**src/rtl/cpu_pipe_pkg.sv**
```systemverilog
`default_nettype none
// +----------------------------------------------------------------------+
// | Module  : cpu_pipe_pkg                                                |
// | Brief   : Shared pipeline constants and hazard helper for the MIPS    |
// |           5-stage pipeline control blocks.                           |
// | Revision: 1.0  initial release                                       |
// +----------------------------------------------------------------------+
package cpu_pipe_pkg;

  typedef logic [4:0] reg_addr_t;
  typedef logic [1:0] tcyc_t;

  // Tuse value meaning "this operand is not read"
  localparam tcyc_t TUSE_NONE = 2'd3;

  // Tnew encodings: cycles until the producer's result can be forwarded
  localparam tcyc_t TNEW_NOW = 2'd0;
  localparam tcyc_t TNEW_ONE = 2'd1;
  localparam tcyc_t TNEW_TWO = 2'd2;

  // $zero is hard-wired, so it never carries a dependency
  localparam reg_addr_t REG_ZERO = 5'd0;

  // Default MDU occupancy after a start
  localparam int MULT_CYC_DEF = 5;
  localparam int DIV_CYC_DEF  = 10;

  // A consumer must wait when it needs the operand sooner than the
  // producer can deliver it. TUSE_NONE exceeds any legal Tnew, so an
  // unread operand can never match.
  function automatic logic reg_hazard(
    input reg_addr_t src,
    input tcyc_t     tuse,
    input reg_addr_t wa,
    input tcyc_t     tnew
  );
    return (src != REG_ZERO) && (src == wa) && (tuse < tnew);
  endfunction

endpackage
`default_nettype wire

```
**src/rtl/md_busy_timer.sv**
```systemverilog
`default_nettype none
// +----------------------------------------------------------------------+
// | Module  : md_busy_timer                                               |
// | Brief   : Multiply/divide occupancy timer. Loads on an MDU start and  |
// |           counts down; busy covers the start cycle and every cycle   |
// |           the counter is nonzero.                                    |
// | Revision: 1.0  initial release                                       |
// +----------------------------------------------------------------------+
module md_busy_timer
  import cpu_pipe_pkg::*;
#(
  parameter int MULT_CYC = MULT_CYC_DEF,
  parameter int DIV_CYC  = DIV_CYC_DEF,
  parameter int CNT_W    = 4
) (
  input  logic clk,
  input  logic reset,
  input  logic start,
  input  logic is_div,
  output logic busy
);

  localparam logic [CNT_W-1:0] c_mult_load = CNT_W'(MULT_CYC);
  localparam logic [CNT_W-1:0] c_div_load  = CNT_W'(DIV_CYC);
  localparam logic [CNT_W-1:0] c_cnt_one   = CNT_W'(1);

  logic [CNT_W-1:0] r_cnt;

  // Load on start (a later start overrides an unfinished one), else count down to zero
  always_ff @(posedge clk or negedge reset) begin
    if (!reset) begin
      r_cnt <= '0;
    end else if (start) begin
      r_cnt <= is_div ? c_div_load : c_mult_load;
    end else if (r_cnt != '0) begin
      r_cnt <= r_cnt - c_cnt_one;
    end
  end

  // Busy is visible in the start cycle itself, before the counter loads
  assign busy = start | (r_cnt != '0);

endmodule
`default_nettype wire

```
**src/rtl/hazard_ctrl.sv**
```systemverilog
`default_nettype none
// +----------------------------------------------------------------------+
// | Module  : hazard_ctrl                                                 |
// | Brief   : Stall/flush controller for the 5-stage MIPS pipeline.       |
// |           Tuse/Tnew register hazards plus MDU busy hazard; freezes F  |
// |           and D, bubbles E, and counts stall cycles.                 |
// | Revision: 1.0  initial release                                       |
// +----------------------------------------------------------------------+
module hazard_ctrl
  import cpu_pipe_pkg::*;
#(
  parameter int MULT_CYC = MULT_CYC_DEF,
  parameter int DIV_CYC  = DIV_CYC_DEF,
  parameter int CNT_W    = 4
) (
  input  logic        clk,
  input  logic        reset,
  input  logic [4:0]  d_rs,
  input  logic [4:0]  d_rt,
  input  logic [1:0]  d_tuse_rs,
  input  logic [1:0]  d_tuse_rt,
  input  logic        d_is_md,
  input  logic [4:0]  e_wa,
  input  logic [1:0]  e_tnew,
  input  logic [4:0]  m_wa,
  input  logic [1:0]  m_tnew,
  input  logic        e_md_start,
  input  logic        e_md_div,
  output logic        f_we,
  output logic        d_we,
  output logic        e_clr,
  output logic        md_busy,
  output logic        stall,
  output logic [31:0] stall_cnt
);

  logic        w_stall_rs;
  logic        w_stall_rt;
  logic        w_stall_md;
  logic        w_stall;
  logic [31:0] r_stall_cnt;

  // The E instruction is never the one held back, so the timer loads even in a stall cycle
  md_busy_timer #(
    .MULT_CYC (MULT_CYC),
    .DIV_CYC  (DIV_CYC),
    .CNT_W    (CNT_W)
  ) u_md_busy_timer (
    .clk    (clk),
    .reset  (reset),
    .start  (e_md_start),
    .is_div (e_md_div),
    .busy   (md_busy)
  );

  // Hazard detection against both in-flight producers, per source operand
  always_comb begin
    w_stall_rs = reg_hazard(d_rs, d_tuse_rs, e_wa, e_tnew)
               | reg_hazard(d_rs, d_tuse_rs, m_wa, m_tnew);
    w_stall_rt = reg_hazard(d_rt, d_tuse_rt, e_wa, e_tnew)
               | reg_hazard(d_rt, d_tuse_rt, m_wa, m_tnew);
    w_stall_md = d_is_md & md_busy;
    w_stall    = w_stall_rs | w_stall_rt | w_stall_md;
  end

  // Stall cycle counter; wraps naturally at 2^32
  always_ff @(posedge clk or negedge reset) begin
    if (!reset) begin
      r_stall_cnt <= '0;
    end else if (w_stall) begin
      r_stall_cnt <= r_stall_cnt + 32'd1;
    end
  end

  // Freeze F/D and inject a bubble into E in the same cycle as the hazard
  assign stall     = w_stall;
  assign f_we      = ~w_stall;
  assign d_we      = ~w_stall;
  assign e_clr     = w_stall;
  assign stall_cnt = r_stall_cnt;

endmodule
`default_nettype wire
```
**config.mk**
```make
export PLATFORM = sky130hd
export DESIGN_NAME = hazard_ctrl
export DESIGN_NICKNAME = d
export VERILOG_FILES = /design/src/rtl/cpu_pipe_pkg.sv /design/src/rtl/md_busy_timer.sv /design/src/rtl/hazard_ctrl.sv
export SDC_FILE = /design/constraint.sdc
export NUM_CORES = 1
export LEC_CHECK = 0
export ABC_AREA = 1
export ABC_CLOCK_PERIOD_IN_PS = 2700
export CORE_UTILIZATION = 48
export CTS_CLUSTER_DIAMETER = 100
export DETAILED_ROUTE_END_ITERATION = 16
export GPL_ROUTABILITY_DRIVEN = 0
export PLACE_DENSITY_LB_ADDON = 0.2
export SYNTH_ARGS = -nofsm -noshare
export SYNTH_HDL_FRONTEND = slang
export SYNTH_SLANG_ARGS = --single-unit
```
**constraint.sdc**
```tcl
create_clock -name clk -period 2.7 [get_ports clk]
set_input_delay 0.405 -clock clk [delete_from_list [all_inputs] [get_ports clk]]
set_output_delay 0.405 -clock clk [all_outputs]
set_load 0.03 [all_outputs]
```
* Yosys cells after proc, flatten, opt, wreduce, memory -nomap -nowiden *
Index checks and enable logic that the tools add are counted.
Widths: inputs -> output; s select.

cells by class
  add/subtract/negate cells = 2
  multiply operators = 0
  divide/modulo/power cells = 0
  order comparisons = 4
  eq/ne operators = 4
  shifts and indexed selects = 0
  muxes and demuxes = 3
  bitwise operators = 7
  reductions and logical operators = 12

operators with widths
  kind                   number
  $add 32x1->32 const B  1
  $eq 5x5->1             4
  $mux 4                 3
  $reduce_bool 5->1      2
  $logic_and 1x1->1      8
  $lt 2x2->1             4
  $or 1x1->1             5
  $reduce_bool 4->1      1
  $sub 4x1->4 const B    1
  $reduce_bool 2->1      1
  $and 1x1->1            1
  $not 1->1              1

storage, ports and cells
  register bits = 36
  bits in latches = 0
  memory bits (writable) = 0
  memory bits (read-only) = 0
  input port bits = 33
  output and inout port bits = 37
  word-level logic and storage cells = 34
  memories kept = 0

* Longest topological paths before layout *
Gate-level depths: netlist (run 1).

  depth after elaboration = 7
  gate-level depth with buffers = 13
  gate-level depth less buffers = 12

* Cells and area by module *
From an unflattened synthesis (run 1), not the netlist that was laid out.

second synthesis, totals
  cell total of the unflattened synthesis = 446
  area total of the unflattened synthesis = 3,000.4 µm²

modules (own cells, without submodules)
  module         times used  cells an instance  area each (µm²)  seq. area each (µm²)
  hazard_ctrl    1           412                2,728.9          800.8
  md_busy_timer  1           34                 271.5            100.1

* Worst setup path before layout (run 1) *
OpenSTA, ideal clock, no wires.

  path type = register to output
  start = reg u_md_busy_timer.r_cnt[0]
  end = out f_we
  data arrival time = 1.826 ns
  required time = 2.295 ns
  path slack = 0.469 ns
  stages on the path, launching flop included = 9
  path buffers = 2
  path through = dfrtp_1 > inv_1 > ha_1 > nand4_2 > nand2_1 > nand3_2 > buf_4 > inv_2 > buf_4

between the ends
  longest elaborated chain between the ends = 5

RTL lines
  item                      line                 source
  start: declaration        md_busy_timer.sv:27  logic [CNT_W-1:0] r_cnt;
  start signal: assignment  md_busy_timer.sv:34  r_cnt <= is_div ? c_div_load : c_mult_load;
  start signal: assignment  md_busy_timer.sv:36  r_cnt <= r_cnt - c_cnt_one;
  $reduce_bool 4->1         md_busy_timer.sv:41  assign busy = start | (r_cnt != '0);
  $or 1x1->1                md_busy_timer.sv:41
  net md_busy               hazard_ctrl.sv:32    output logic md_busy,
  $and 1x1->1               hazard_ctrl.sv:62    w_stall_md = d_is_md & md_busy;
  $or 1x1->1                hazard_ctrl.sv:63    w_stall = w_stall_rs | w_stall_rt | w_stall_md;
  net e_clr                 hazard_ctrl.sv:31    output logic e_clr,
  $not 1->1                 n/a
  end: declaration          hazard_ctrl.sv:29    output logic f_we,

The timed path passes the listed nets, and every way through them passes these cells.

* Final worst setup path (run 1) *
  start = in e_tnew[1]
  end = out d_we

between the ends
  longest elaborated chain between the ends = 6
  elaborated cells on any way between the ends = 9
  those cells by class = 2 x order compare; 5 x bitwise; 2 x reduce/logical

RTL lines
  item                           line                                  source
  start: declaration             hazard_ctrl.sv:24                     input logic [1:0] e_tnew,
  $lt 2x2->1                     cpu_pipe_pkg.sv:37                    return (src != REG_ZERO) && (src == wa) && (tuse < tnew);
  $logic_and 1x1->1              cpu_pipe_pkg.sv:37
  $or 1x1->1 (on tied branches)  hazard_ctrl.sv:59, hazard_ctrl.sv:61
  $or 1x1->1 (*) (2 in series)   hazard_ctrl.sv:63
  $not 1->1 (*)                  hazard_ctrl.sv:78                     assign d_we = ~w_stall;
  end: declaration               hazard_ctrl.sv:30                     output logic d_we,

Every way passes the cells marked *; elsewhere a longest branch is shown, timed or not.

==> results of run 1 <==
-- sequential cells by signal (all words and copies together), names as in the netlist --
register               count
stall_cnt                 32
u_md_busy_timer.r_cnt      4
-- cells in the final DEF (no fill, tap or decap), drive strengths merged --
cell type	netlist	routed
nand2	165	165
clkdlybuf4s50	0	65
nand3b	2	2
nor3	19	19
clkbuf	1	7
xor2	22	22
nand3	16	16
dfrtp	36	36
clkinv	2	2
nand4	37	37
nor2	42	42
xnor2	8	8
o21ai	8	8
bufinv	0	1
o211ai	1	1
o21a	1	1
buf	13	10
a21boi	4	4
a21oi	2	2
ha	7	7
inv	55	55
o21bai	3	3
-- power groups by stage --
stage / clock (mW) / sequential (mW) / combinational [mW]
6_report: 0.522 / 0.655 / 0.489
2_1_floorplan: 0 / 0.718 / 0.234
3_3_place_gp: 0 / 0.663 / 0.476
4_1_cts: 0.530 / 0.654 / 0.493
5_1_grt: 0.552 / 0.663 / 0.545
3_5_place_dp: 0 / 0.665 / 0.490
-- cell usage after synthesis, drive strengths merged --
master | instances | area, um^2
dfrtp | 36 | 901
nand2 | 165 | 637
nor3 | 19 | 115
xor2 | 22 | 193
o21bai | 3 | 22.5
clkbuf | 1 | 3.75
clkinv | 2 | 7.51
ha | 7 | 87.6
o21a | 1 | 7.51
o21ai | 8 | 40.0
nand3 | 16 | 97.6
o211ai | 1 | 7.51
a21oi | 2 | 10.0
nand4 | 37 | 238
a21boi | 4 | 30.0
nand3b | 2 | 15.0
inv | 55 | 206
nor2 | 42 | 181
xnor2 | 8 | 70.1
buf | 13 | 75.1
-- critical path: stages --
cell	delay (ns)
clkdlybuf4s50_1	0.46
inv_1	0.05
ha_1	0.26
a21boi_0	0.20
nor2_1	0.06
nand3_1	0.08
nand2_1	0.06
nand2_2	0.06
nand3_2	0.14
inv_2	0.09
buf_4	0.15
-- per-stage QoR --
stage / instance area (um^2) / cells / setup slack [ns] / utilization
floorplan: 2950 / 444 / 0.469 / -
global placement: 3690 / 580 / 0.326 / 0.623
detailed placement: 3690 / 580 / 0.263 / 0.623
CTS: 3810 / 588 / 0.259 / 0.644
global route: 3810 / 588 / 0.129 / 0.644
finish: 3810 / 588 / 0.279 / 0.644
-- how the worst max path moves through the flow --
| stage | endpoint | from | depth (start not counted) |
|---|---|---|---|
| after global routing | d_we | m_tnew[1] | 11 |
| after detailed placement | d_we | e_tnew[1] | 11 |
| after CTS | d_we | e_tnew[1] | 11 |
| after global placement | d_we | e_tnew[1] | 11 |
| after floorplan | f_we | u_md_busy_timer.r_cnt[0]$_DFFE_PN0N_ | 8 |
| final | d_we | e_tnew[1] | 11 |
-- per-layer routing --
layer,vias to the layer above,share of wire,global-route usage
li1,1545,-,-
met1,1452,0.43,0.302
met2,90,0.50,0.474
met3,14,0.061,0.0614
met4,0,0.016,0.0839
met5,-,0,0
-- area by class of cell --
type / count / area (um^2) / area share
Multi-Input combinational cell: 337 / 1750 / 0.459
Clock buffer: 7 / 96.3 / 0.0253
Tap cell: 75 / 93.8 / 0.0246
Clock inverter: 1 / 30.0 / 0.00788
Timing Repair Buffer: 75 / 726 / 0.190
Inverter: 57 / 214 / 0.0561
Sequential cell: 36 / 901 / 0.236
-- cell families (layout without fill, tap and decap cells) --
group | Yosys count | in the layout | share of synthesized area
AND/OR/NAND/NOR | 281 | 281 | 0.436
buffers and inverters | 71 | 140 | 0.0994
flip-flops | 36 | 36 | 0.306
XOR/XNOR | 30 | 30 | 0.0892
AO/OA/AOI/OAI | 19 | 19 | 0.0399
adder cells (fa/ha/maj) | 7 | 7 | 0.0297
==> metrics.md, run 1 <==
| Metric | Value |
|---|---|
| Max-slew violation count | `0` |
| First-pass GRT wire length | `13.2 mm` |
| CP endpoint kind | `output port` |
| Minimum clock period after layout | `2.42 ns` |
| CP arrival | `2.02 ns` |
| Global route overflow | `0` |
| Skew final | `0.00763 ns` |
| Worst slew margin | `0.700` |
| FF+latch count, synth | `36` |
| Clock buffer count from CTS | `5` |
| Hold Violations, Final | `0` |
| Synthesized net count | `484` |
| Mapped Cells | `444` |
| Worst skew pair latency | `0.29 ns` |
| Fillers | `581` |
| # hold bufs at CTS | `0` |
| CTS max path bufs | `2` |
| Power Total | `1.67 mW` |
| Status | `finished clean` |
| Combinational share of power | `0.294` |
| Max_cap viols | `0` |
| Crit path launch type | `input pin` |
| Critical-path maximum fanout | `5` |
| Register area share after synthesis | `0.306` |
| CTS clock-pin slew for the worst setup and hold paths | `0.07 ns` |
| Worst Hold Class | `input pin to async pin` |
| PwrDens | `437 mW/mm^2` |
| Sequential share of power | `0.393` |
| Die width | `80.3 um` |
| DRC Markers | `0` |
| Final cycle utilization of the critical path | `0.897` |
| Row count | `28` |
| Slew @ Worst Pin | `0.451 ns` |
| Starting Density | `0.497` |
| Internal Power | `1.11 mW` |
| DR vias/cell | `5.27` |
| Number of buffers added for setup after CTS | `0` |
| Reg2reg start | `stall_cnt[0]$_DFFE_PN0P_` |
| Final Hold Slack | `0.536 ns` |
| Post-synthesis cell area | `0.00295 mm^2` |
| Critical R2R Capture | `stall_cnt[28]$_DFFE_PN0P_` |
| Largest net degree at the start of global routing | `37` |
| Avg WL per Cell | `13.0 um` |
| Layout cell share with drive strength beyond 1 | `0.0760` |
| CTS tree | `yes` |
| Number of inserted diodes | `0` |
| Detailed Routing Iterations Pass 1 | `5` |
| Tot GR Track Use | `0.262` |
| Post-CTS resize count | `0` |
| Pleak | `1.88 nW` |
| WP data required | `2.30 ns` |
| Number of clock sinks | `36` |
| Via count | `3,101` |
| NumNets Final | `552` |
| Clock Root Buffer | `clkbuf_8` |
| Port Buffers | `69` |
| FMAX | `413 MHz` |
| Final WL | `7.62 mm` |
| Die height | `80.3 um` |
| Clk pwr share | `0.313` |
| Vias in the first global route | `2,989` |
| TNS Setup | `0 ns` |
| Final ANT Viol Nets | `0` |
| H-tree Lvls | `2` |
| Switching power | `0.557 mW` |
| Final count of negative-setup-slack endpoints | `0` |
| Yosys Warn Count | `0` |
| Num ports | `70` |
| CORE AREA | `0.00592 mm^2` |
| DRT iter0 DRCs | `167` |
| Unique cell type count in the Yosys netlist | `32` |
| Max VDD drop | `0.000492 V` |
| Setup CP Type | `input pin to output port` |
| Switching Fraction | `0.334` |
| Worst reg2reg path depth | `8` |
| Full die area | `0.00645 mm^2` |
| P&R area growth vs syn | `29.4%` |
| HPWL Detailed | `5.91 mm` |
| FF-to-FF setup slack | `0.91 ns` |
| RSZ-0062 raised after global routing | `no` |
| Initial antenna violation count | `0` |
| Synthesized area per cell | `6.63 um^2` |
(Power assumes the default switching activity.)
==> inputs of run 2 (changes only) <==
--- a/config.mk
+++ b/config.mk
@@ -15,3 +15,4 @@
 export SYNTH_ARGS = -nofsm -noshare
 export SYNTH_HDL_FRONTEND = slang
 export SYNTH_SLANG_ARGS = --single-unit
+export TNS_END_PERCENT = 30
==> results of run 2 <==
The final DEF is identical to that of run 1; final timing and power are the same.
==> inputs of run 3 (changes only) <==
--- a/config.mk
+++ b/config.mk
@@ -7,11 +7,13 @@
 export LEC_CHECK = 0
 export ABC_AREA = 1
 export ABC_CLOCK_PERIOD_IN_PS = 2700
+export CAP_MARGIN = 25
 export CORE_UTILIZATION = 48
 export CTS_CLUSTER_DIAMETER = 100
 export DETAILED_ROUTE_END_ITERATION = 16
 export GPL_ROUTABILITY_DRIVEN = 0
 export PLACE_DENSITY_LB_ADDON = 0.2
+export SLEW_MARGIN = 30
 export SYNTH_ARGS = -nofsm -noshare
 export SYNTH_HDL_FRONTEND = slang
 export SYNTH_SLANG_ARGS = --single-unit
==> results of run 3 <==
The final DEF is identical to that of run 1; final timing and power are the same.
